[src/rtl/multi_host_bus.sv]
// multi_host_bus: shared-bus interconnect from NrHosts hosts to NrDevices
// memory-mapped devices. One grant per cycle. Devices answer one cycle after
// their request. Unmapped addresses get an error response.
//
// Ports:
//   clk_i, rst_i          clock, asynchronous active-high reset
//   host_*_i / host_*_o   per-host request channel (req/addr/we/be/wdata),
//                         combinational grant, and registered-routing response
//                         (rvalid/rdata/err)
//   device_*_o / _i       per-device request and response channels
//   cfg_device_addr_*     static address map; device d matches when
//                         (addr & mask[d]) == base[d], and the lowest index wins
//
// Build option: define MULTI_HOST_BUS_ROUND_ROBIN_EN for round-robin
// arbitration. Without it, arbitration is fixed priority (lowest host index
// wins).

module multi_host_bus #(
  parameter int NrHosts      = 2,
  parameter int NrDevices    = 3,
  parameter int DataWidth    = 32,
  parameter int AddressWidth = 32
) (
  input  logic                    clk_i,
  input  logic                    rst_i,

  input  logic [NrHosts-1:0]      host_req_i,
  output logic [NrHosts-1:0]      host_gnt_o,
  input  logic [AddressWidth-1:0] host_addr_i  [NrHosts],
  input  logic [NrHosts-1:0]      host_we_i,
  input  logic [DataWidth/8-1:0]  host_be_i    [NrHosts],
  input  logic [DataWidth-1:0]    host_wdata_i [NrHosts],
  output logic [NrHosts-1:0]      host_rvalid_o,
  output logic [DataWidth-1:0]    host_rdata_o [NrHosts],
  output logic [NrHosts-1:0]      host_err_o,

  output logic [NrDevices-1:0]    device_req_o,
  output logic [AddressWidth-1:0] device_addr_o  [NrDevices],
  output logic [NrDevices-1:0]    device_we_o,
  output logic [DataWidth/8-1:0]  device_be_o    [NrDevices],
  output logic [DataWidth-1:0]    device_wdata_o [NrDevices],
  input  logic [NrDevices-1:0]    device_rvalid_i,
  input  logic [DataWidth-1:0]    device_rdata_i [NrDevices],
  input  logic [NrDevices-1:0]    device_err_i,

  input  logic [AddressWidth-1:0] cfg_device_addr_base [NrDevices],
  input  logic [AddressWidth-1:0] cfg_device_addr_mask [NrDevices]
);

  localparam int HostIdxW = (NrHosts > 1) ? $clog2(NrHosts) : 1;
  localparam int DevIdxW  = (NrDevices > 1) ? $clog2(NrDevices) : 1;
  localparam int BeW      = DataWidth / 8;

  // ---------------------------------------------------------------------------
  // Arbitration
  // ---------------------------------------------------------------------------
  // Requests are masked during reset so that no grant or device request leaks
  // out while rst_i is high.
  logic [NrHosts-1:0]  req_eff;
  logic                win_vld;
  logic [HostIdxW-1:0] win_idx;

  assign req_eff = rst_i ? '0 : host_req_i;

`ifdef MULTI_HOST_BUS_ROUND_ROBIN_EN
  logic [HostIdxW-1:0] rr_q, rr_d;
  logic                hi_vld;
  logic [HostIdxW-1:0] hi_idx;
  logic [HostIdxW-1:0] lo_idx;

  // Round-robin as two priority searches. First, find the lowest requester at
  // or above rr_q. If there is none, wrap and take the lowest requester overall.
  always_comb begin
    hi_vld  = 1'b0;
    hi_idx  = '0;
    lo_idx  = '0;
    win_vld = |req_eff;
    for (int h = NrHosts - 1; h >= 0; h--) begin
      if (req_eff[h]) begin
        lo_idx = HostIdxW'(h);
        if (HostIdxW'(h) >= rr_q) begin
          hi_vld = 1'b1;
          hi_idx = HostIdxW'(h);
        end
      end
    end
    win_idx = hi_vld ? hi_idx : lo_idx;

    rr_d = rr_q;
    if (win_vld) begin
      rr_d = (win_idx == HostIdxW'(NrHosts - 1)) ? '0 : win_idx + HostIdxW'(1);
    end
  end

  always_ff @(posedge clk_i or posedge rst_i) begin
    if (rst_i) begin
      rr_q <= '0;
    end else begin
      rr_q <= rr_d;
    end
  end
`else
  // Fixed priority: the lowest requesting index wins.
  always_comb begin
    win_vld = |req_eff;
    win_idx = '0;
    for (int h = NrHosts - 1; h >= 0; h--) begin
      if (req_eff[h]) win_idx = HostIdxW'(h);
    end
  end
`endif

  // Select the winner's request fields.
  logic [AddressWidth-1:0] win_addr;
  logic                    win_we;
  logic [BeW-1:0]          win_be;
  logic [DataWidth-1:0]    win_wdata;

  always_comb begin
    win_addr  = '0;
    win_we    = 1'b0;
    win_be    = '0;
    win_wdata = '0;
    for (int h = 0; h < NrHosts; h++) begin
      if (win_idx == HostIdxW'(h)) begin
        win_addr  = host_addr_i[h];
        win_we    = host_we_i[h];
        win_be    = host_be_i[h];
        win_wdata = host_wdata_i[h];
      end
    end
  end

  always_comb begin
    host_gnt_o = '0;
    for (int h = 0; h < NrHosts; h++) begin
      host_gnt_o[h] = win_vld && (win_idx == HostIdxW'(h));
    end
  end

  // ---------------------------------------------------------------------------
  // Address decode
  // ---------------------------------------------------------------------------
  // The loop runs from the highest index down, so the lowest matching index
  // is written last and wins when the map overlaps.
  logic               dec_hit;
  logic [DevIdxW-1:0] dec_idx;

  always_comb begin
    dec_hit = 1'b0;
    dec_idx = '0;
    for (int d = NrDevices - 1; d >= 0; d--) begin
      if ((win_addr & cfg_device_addr_mask[d]) == cfg_device_addr_base[d]) begin
        dec_hit = 1'b1;
        dec_idx = DevIdxW'(d);
      end
    end
  end

  // Every device sees the winner's fields. Only the decoded device gets req.
  always_comb begin
    device_req_o = '0;
    device_we_o  = '0;
    for (int d = 0; d < NrDevices; d++) begin
      device_req_o[d]   = win_vld && dec_hit && (dec_idx == DevIdxW'(d));
      device_addr_o[d]  = win_addr;
      device_we_o[d]    = win_we;
      device_be_o[d]    = win_be;
      device_wdata_o[d] = win_wdata;
    end
  end

  // ---------------------------------------------------------------------------
  // Response routing
  // ---------------------------------------------------------------------------
  logic                rsp_valid_q, rsp_valid_d;
  logic [HostIdxW-1:0] rsp_host_q,  rsp_host_d;
  logic [DevIdxW-1:0]  rsp_dev_q,   rsp_dev_d;
  logic                rsp_miss_q,  rsp_miss_d;

  assign rsp_valid_d = win_vld;
  assign rsp_host_d  = win_idx;
  assign rsp_dev_d   = dec_idx;
  assign rsp_miss_d  = !dec_hit;

  // An asynchronous reset drops any response in flight.
  always_ff @(posedge clk_i or posedge rst_i) begin
    if (rst_i) begin
      rsp_valid_q <= 1'b0;
      rsp_host_q  <= '0;
      rsp_dev_q   <= '0;
      rsp_miss_q  <= 1'b0;
    end else begin
      rsp_valid_q <= rsp_valid_d;
      rsp_host_q  <= rsp_host_d;
      rsp_dev_q   <= rsp_dev_d;
      rsp_miss_q  <= rsp_miss_d;
    end
  end

  logic [DataWidth-1:0] sel_rdata;
  logic                 sel_err;
  logic                 sel_rvalid;

  always_comb begin
    sel_rdata  = '0;
    sel_err    = 1'b0;
    sel_rvalid = 1'b0;
    for (int d = 0; d < NrDevices; d++) begin
      if (rsp_dev_q == DevIdxW'(d)) begin
        sel_rdata  = device_rdata_i[d];
        sel_err    = device_err_i[d];
        sel_rvalid = device_rvalid_i[d];
      end
    end
  end

  // Only the addressed host sees a response. All other hosts see zeros.
  // A decode miss answers with rdata 0 and err 1.
  always_comb begin
    host_rvalid_o = '0;
    host_err_o    = '0;
    for (int h = 0; h < NrHosts; h++) begin
      host_rdata_o[h] = '0;
      if (rsp_valid_q && (rsp_host_q == HostIdxW'(h))) begin
        host_rvalid_o[h] = 1'b1;
        host_err_o[h]    = rsp_miss_q | sel_err;
        host_rdata_o[h]  = rsp_miss_q ? '0 : sel_rdata;
      end
    end
  end

  // The addressed device must answer in the cycle right after its request.
  // The response path does not use rvalid, so this is only checked here.
  a_dev_rvalid: assert property (@(posedge clk_i) disable iff (rst_i)
    (rsp_valid_q && !rsp_miss_q) |-> sel_rvalid);

endmodule
[config.mk]
export PLATFORM = sky130hd
export DESIGN_NAME = multi_host_bus
export DESIGN_NICKNAME = d
export VERILOG_FILES = /design/src/rtl/multi_host_bus.sv
export SDC_FILE = /design/constraint.sdc
export NUM_CORES = 1
export LEC_CHECK = 0
export CAP_MARGIN = 20
export CELL_PAD_IN_SITES_DETAIL_PLACEMENT = 0
export CELL_PAD_IN_SITES_GLOBAL_PLACEMENT = 1
export CORE_AREA = 2 2 275 277
export DETAILED_ROUTE_END_ITERATION = 10
export DIE_AREA = 0 0 277 279
export PLACE_DENSITY = 0.52
export SLEW_MARGIN = 30
export SYNTH_ARGS = -nofsm -noshare
export SYNTH_HDL_FRONTEND = slang
export SYNTH_SLANG_ARGS = --single-unit
[constraint.sdc]
create_clock -name clk_i -period 6.2 [get_ports clk_i]
set_clock_uncertainty 0.15 [all_clocks]
set_input_delay 1.86 -clock clk_i [delete_from_list [all_inputs] [get_ports clk_i]]
set_output_delay 1.86 -clock clk_i [all_outputs]
set_load 0.02 [all_outputs]
==> flow_metrics.py <==
metrics = {
    "detailed_routing": {
        "vias": 8209,
        "drtPass1Iterations": 4,
        "wirelength_um": 44400,
        "drt-wirelength-per-cell_um": 18.1,
        "via_per_inst": 3.35,
        "drt_iter0_drc": 175,
        "drc": 0,
        "route.antenna.remaining_nets": 0,
    },
    "synthesis": {
        "synth_top_area_cell": "buf_4",
        "synth_top_area_share_pct": 18.0,
        "yosys_warnings": 0,
        "syn_avg_cell_area_sq_um": 7.00,
        "synth.area.top_cells": "buf_4 (18%), mux2i_1 (18%), mux2_2 (13%)",
        "yosysSeqAreaShare_pct": 2.15,
        "synth.distinct_cells": 30,
        "synthCells": 832,
        "ys_seq_elements": 5,
        "synthesis.area_sq_um": 5820,
        "syn-num-nets": 1268,
    },
    "floorplanning": {
        "die_x_um": 277,
        "pin_count": 716,
        "initial_core_util_pct": 7.86,
        "dieHeight_um": 279,
        "core_area_sq_um": 74100,
        "row_count": 100,
        "die_area_sq_um": 77300,
    },
    "worst_setup_path": {
        "crit_fanout": 5,
        "path_depth": 14,
        "crit_chain": "buf_6 > nor3b_4 > buf_12 > buf_16 > buf_4 > mux2i_2 > xnor2_1 > o2111a_2 > nand4_1 > buf_6 > nor2_4 > buf_4 > nor4_4 > buf_4",
        "crit_start": "host_req_i[0]",
        "required_ns": 4.19,
        "crit_type": "in -> out",
        "startpoint_type": "primary input",
        "crit_path_end": "device_req_o[2]",
        "end_kind": "output port",
        "slowest_stage": "o2111a_2",
        "cp.arrival_ns": 4.40,
        "cp_top_family": "buffers and inverters",
        "critPathMaxStageDelay_ns": 0.31,
        "path_common_cell": "buf_4",
        "timing.critical_path.buf_inv": 7,
    },
    "cells_and_area": {
        "n_fill_cell": 8279,
        "multi_input_comb_area_sq_um": 4910,
        "final_util_pct": 19.6,
        "area_growth_syn_to_layout_pct": 149,
        "register_area_sq_um": 128,
        "nNetsFinal": 1919,
        "layout-drive-gt1-share_pct": 17.1,
    },
    "timing": {
        "setup_viol": 3,
        "period_needed_ns": 6.41,
        "final.setup.worst_slack_ns": -0.209,
        "tightest_slew_ns": 0.839,
        "final.setup.tns_ns": -0.470,
        "whs_ns": 1.52,
        "relSlewSlack_pct": 43.5,
        "fmaxAchievable_ghz": 0.156,
        "hold_viol_final": 0,
        "period_share_pct": 103,
        "report.final.slew_viol_count": 0,
        "rsz0062_at_grt": "true",
    },
    "cts": {
        "clkTransAtPathRegs_ns": 0.03,
        "cts_tree": "yes",
        "cts_made_buffers": 3,
        "cts_buffer_depth": 2,
        "clock-root-buffer": "clkbuf_16",
        "cts.sinks": 5,
        "cts_max_level": 1,
    },
    "power_and_ir_drop": {
        "pwr-share-seq_pct": 2.9,
        "p_int_uw": 696,
        "comb_power_share_pct": 87.9,
        "switching_share_pct": 39.7,
        "power.density_nw_per_um2": 79.4,
        "ir_drop_uv": 53.2,
        "clockPowerShare_pct": 9.2,
        "p_sw_uw": 458,
        "power.leakage_nw": 5.05,
    },
    "place": {
        "gp_congestion": 0.918,
        "dpl.hpwl_um": 38800,
        "portBuffers": 712,
    },
    "global_routing": {
        "grt_max_degree": 35,
        "grt_overflow_total": 0,
        "grt_use_total_pct": 10.6,
        "grt_pass1_wl_um": 59900,
        "grt_pass1_vias": 8513,
        "antenna_found_initial": 4,
    },
    "run_status": {
        "failed_checks": "setup timing",
        "status": "complete, but fails checks",
    },
    "flow_run": {
        "cap_violations": 0,
    },
    "worst_hold_path": {
        "hp-class": "in -> async",
    },
}
per-layer routing:
layer	up-vias	part of all wire, %	track usage (%)
li1	3999	-	-
met1	3743	37	11.5
met2	442	53	21.0
met3	23	7.9	2.42
met4	2	1.4	1.67
met5	-	0.027	0
worst min-delay path by stage:
stage	from	endpoint	slack, ns	depth (start not counted)
2_1_floorplan	rst_i	rsp_dev_q[0]	1.49	1
3_3_place_gp	rst_i	rsp_host_q	2.15	3
3_5_place_dp	rst_i	rsp_host_q	2.16	3
4_1_cts	rst_i	rsp_host_q	1.52	3
5_1_grt	rst_i	rsp_dev_q[1]	1.55	3
6_report	rst_i	rsp_host_q	1.52	3
logic make-up after synthesis:
| logic type | synth area share, % |
|---|---|
| buffers and inverters | 22.4 |
| muxes | 31.4 |
| DFF | 2.15 |
| xor gates and xnor gates | 10.8 |
| and+or+nand+nor | 24.2 |
| AOI/OAI and AO/OA | 8.98 |
cells in the final DEF (no fill, tap or decap), types with 4 or more instances in the layout:
| master | n |
|---|---|
| o21ai_0 | 33 |
| clkdlybuf4s50_1 | 705 |
| mux2i_2 | 10 |
| inv_1 | 4 |
| and3_4 | 5 |
| o2111ai_2 | 9 |
| and3_1 | 20 |
| buf_4 | 86 |
| mux2_4 | 11 |
| mux2i_4 | 9 |
| buf_6 | 13 |
| xnor2_2 | 10 |
| mux2_2 | 58 |
| o2111ai_1 | 4 |
| nand2b_1 | 33 |
| nor2_1 | 67 |
| buf_12 | 4 |
| mux2i_1 | 86 |
| nand2_1 | 177 |
| buf_16 | 5 |
| o2111a_1 | 7 |
| buf_8 | 7 |
| a21oi_1 | 19 |
| xnor2_1 | 62 |
| nor4_4 | 4 |
what timing repair did:
item,4_1_cts,5_1_grt
hold endpoints to repair,0,0
cloned,4,0
pin swaps,23,28
resized for setup,91,57
setup endpoints to repair,122,23
hold buffers,0,0
buffers inserted,8,6
power by group through the flow:
| stage | clock [mW] | combinational, mW | sequential (mW) |
|---|---|---|---|
| after floorplan | 0 | 0.423 | 0.0341 |
| after global placement | 0 | 0.957 | 0.0342 |
| after detailed placement | 0 | 0.958 | 0.0342 |
| after CTS | 0.108 | 0.998 | 0.0338 |
| after global routing | 0.110 | 1.07 | 0.0338 |
| final | 0.106 | 1.01 | 0.0338 |
flip-flops by register name, summed over array words and instances (netlist names):
signal,cells
rsp_dev_q,2
rsp_host_q,1
rsp_miss_q,1
rsp_valid_q,1
worst min-delay path, cell delays in order:
cell,delay (ns)
buf_6,0.10
buf_4,0.13
inv_1,0.16
Yosys cell counts:
| cell | instances |
|---|---|
| nor2_2 | 1 |
| nor2b_1 | 3 |
| nor3_1 | 1 |
| nand2b_1 | 33 |
| buf_2 | 5 |
| nand2_1 | 178 |
| o2111ai_1 | 16 |
| buf_8 | 2 |
| and3_1 | 25 |
| buf_4 | 140 |
| and2_1 | 1 |
| nor4_1 | 4 |
| buf_6 | 2 |
| nand4_1 | 2 |
| a211oi_1 | 1 |
| mux2_2 | 69 |
| a21oi_1 | 24 |
| buf_12 | 4 |
| xnor2_1 | 72 |
| nor4_2 | 1 |
| nor2_1 | 67 |
| dfrtp_1 | 5 |
| buf_1 | 1 |
| o2111a_1 | 8 |
| nor3b_1 | 3 |
| mux2i_1 | 105 |
| inv_1 | 4 |
| o21ai_0 | 33 |
| nor3b_4 | 1 |
| clkbuf_1 | 21 |
final cells by class:
type                            count  area share, %
Antenna cell                        1         0.0172
Tap cell                          969           8.35
Clock buffer                        4          0.543
Timing Repair Buffer              821           56.3
Multi-Input combinational cell    648           33.8
Inverter                            4          0.103
Sequential cell                     5          0.879
metrics by stage:
step / setup slack (ns) / area (sq um) / total power [mW] / std cells
floorplan: 0.164 / 5820 / 0.457 / 832
global placement: -1.49 / 13700 / 0.991 / 2433
detailed placement: -1.47 / 13700 / 0.992 / 2433
CTS: -0.263 / 14200 / 1.14 / 2446
global route: -0.360 / 14500 / 1.21 / 2451
finish: -0.209 / 14500 / 1.15 / 2452
Note: power is estimated with default switching activity, not from simulation.
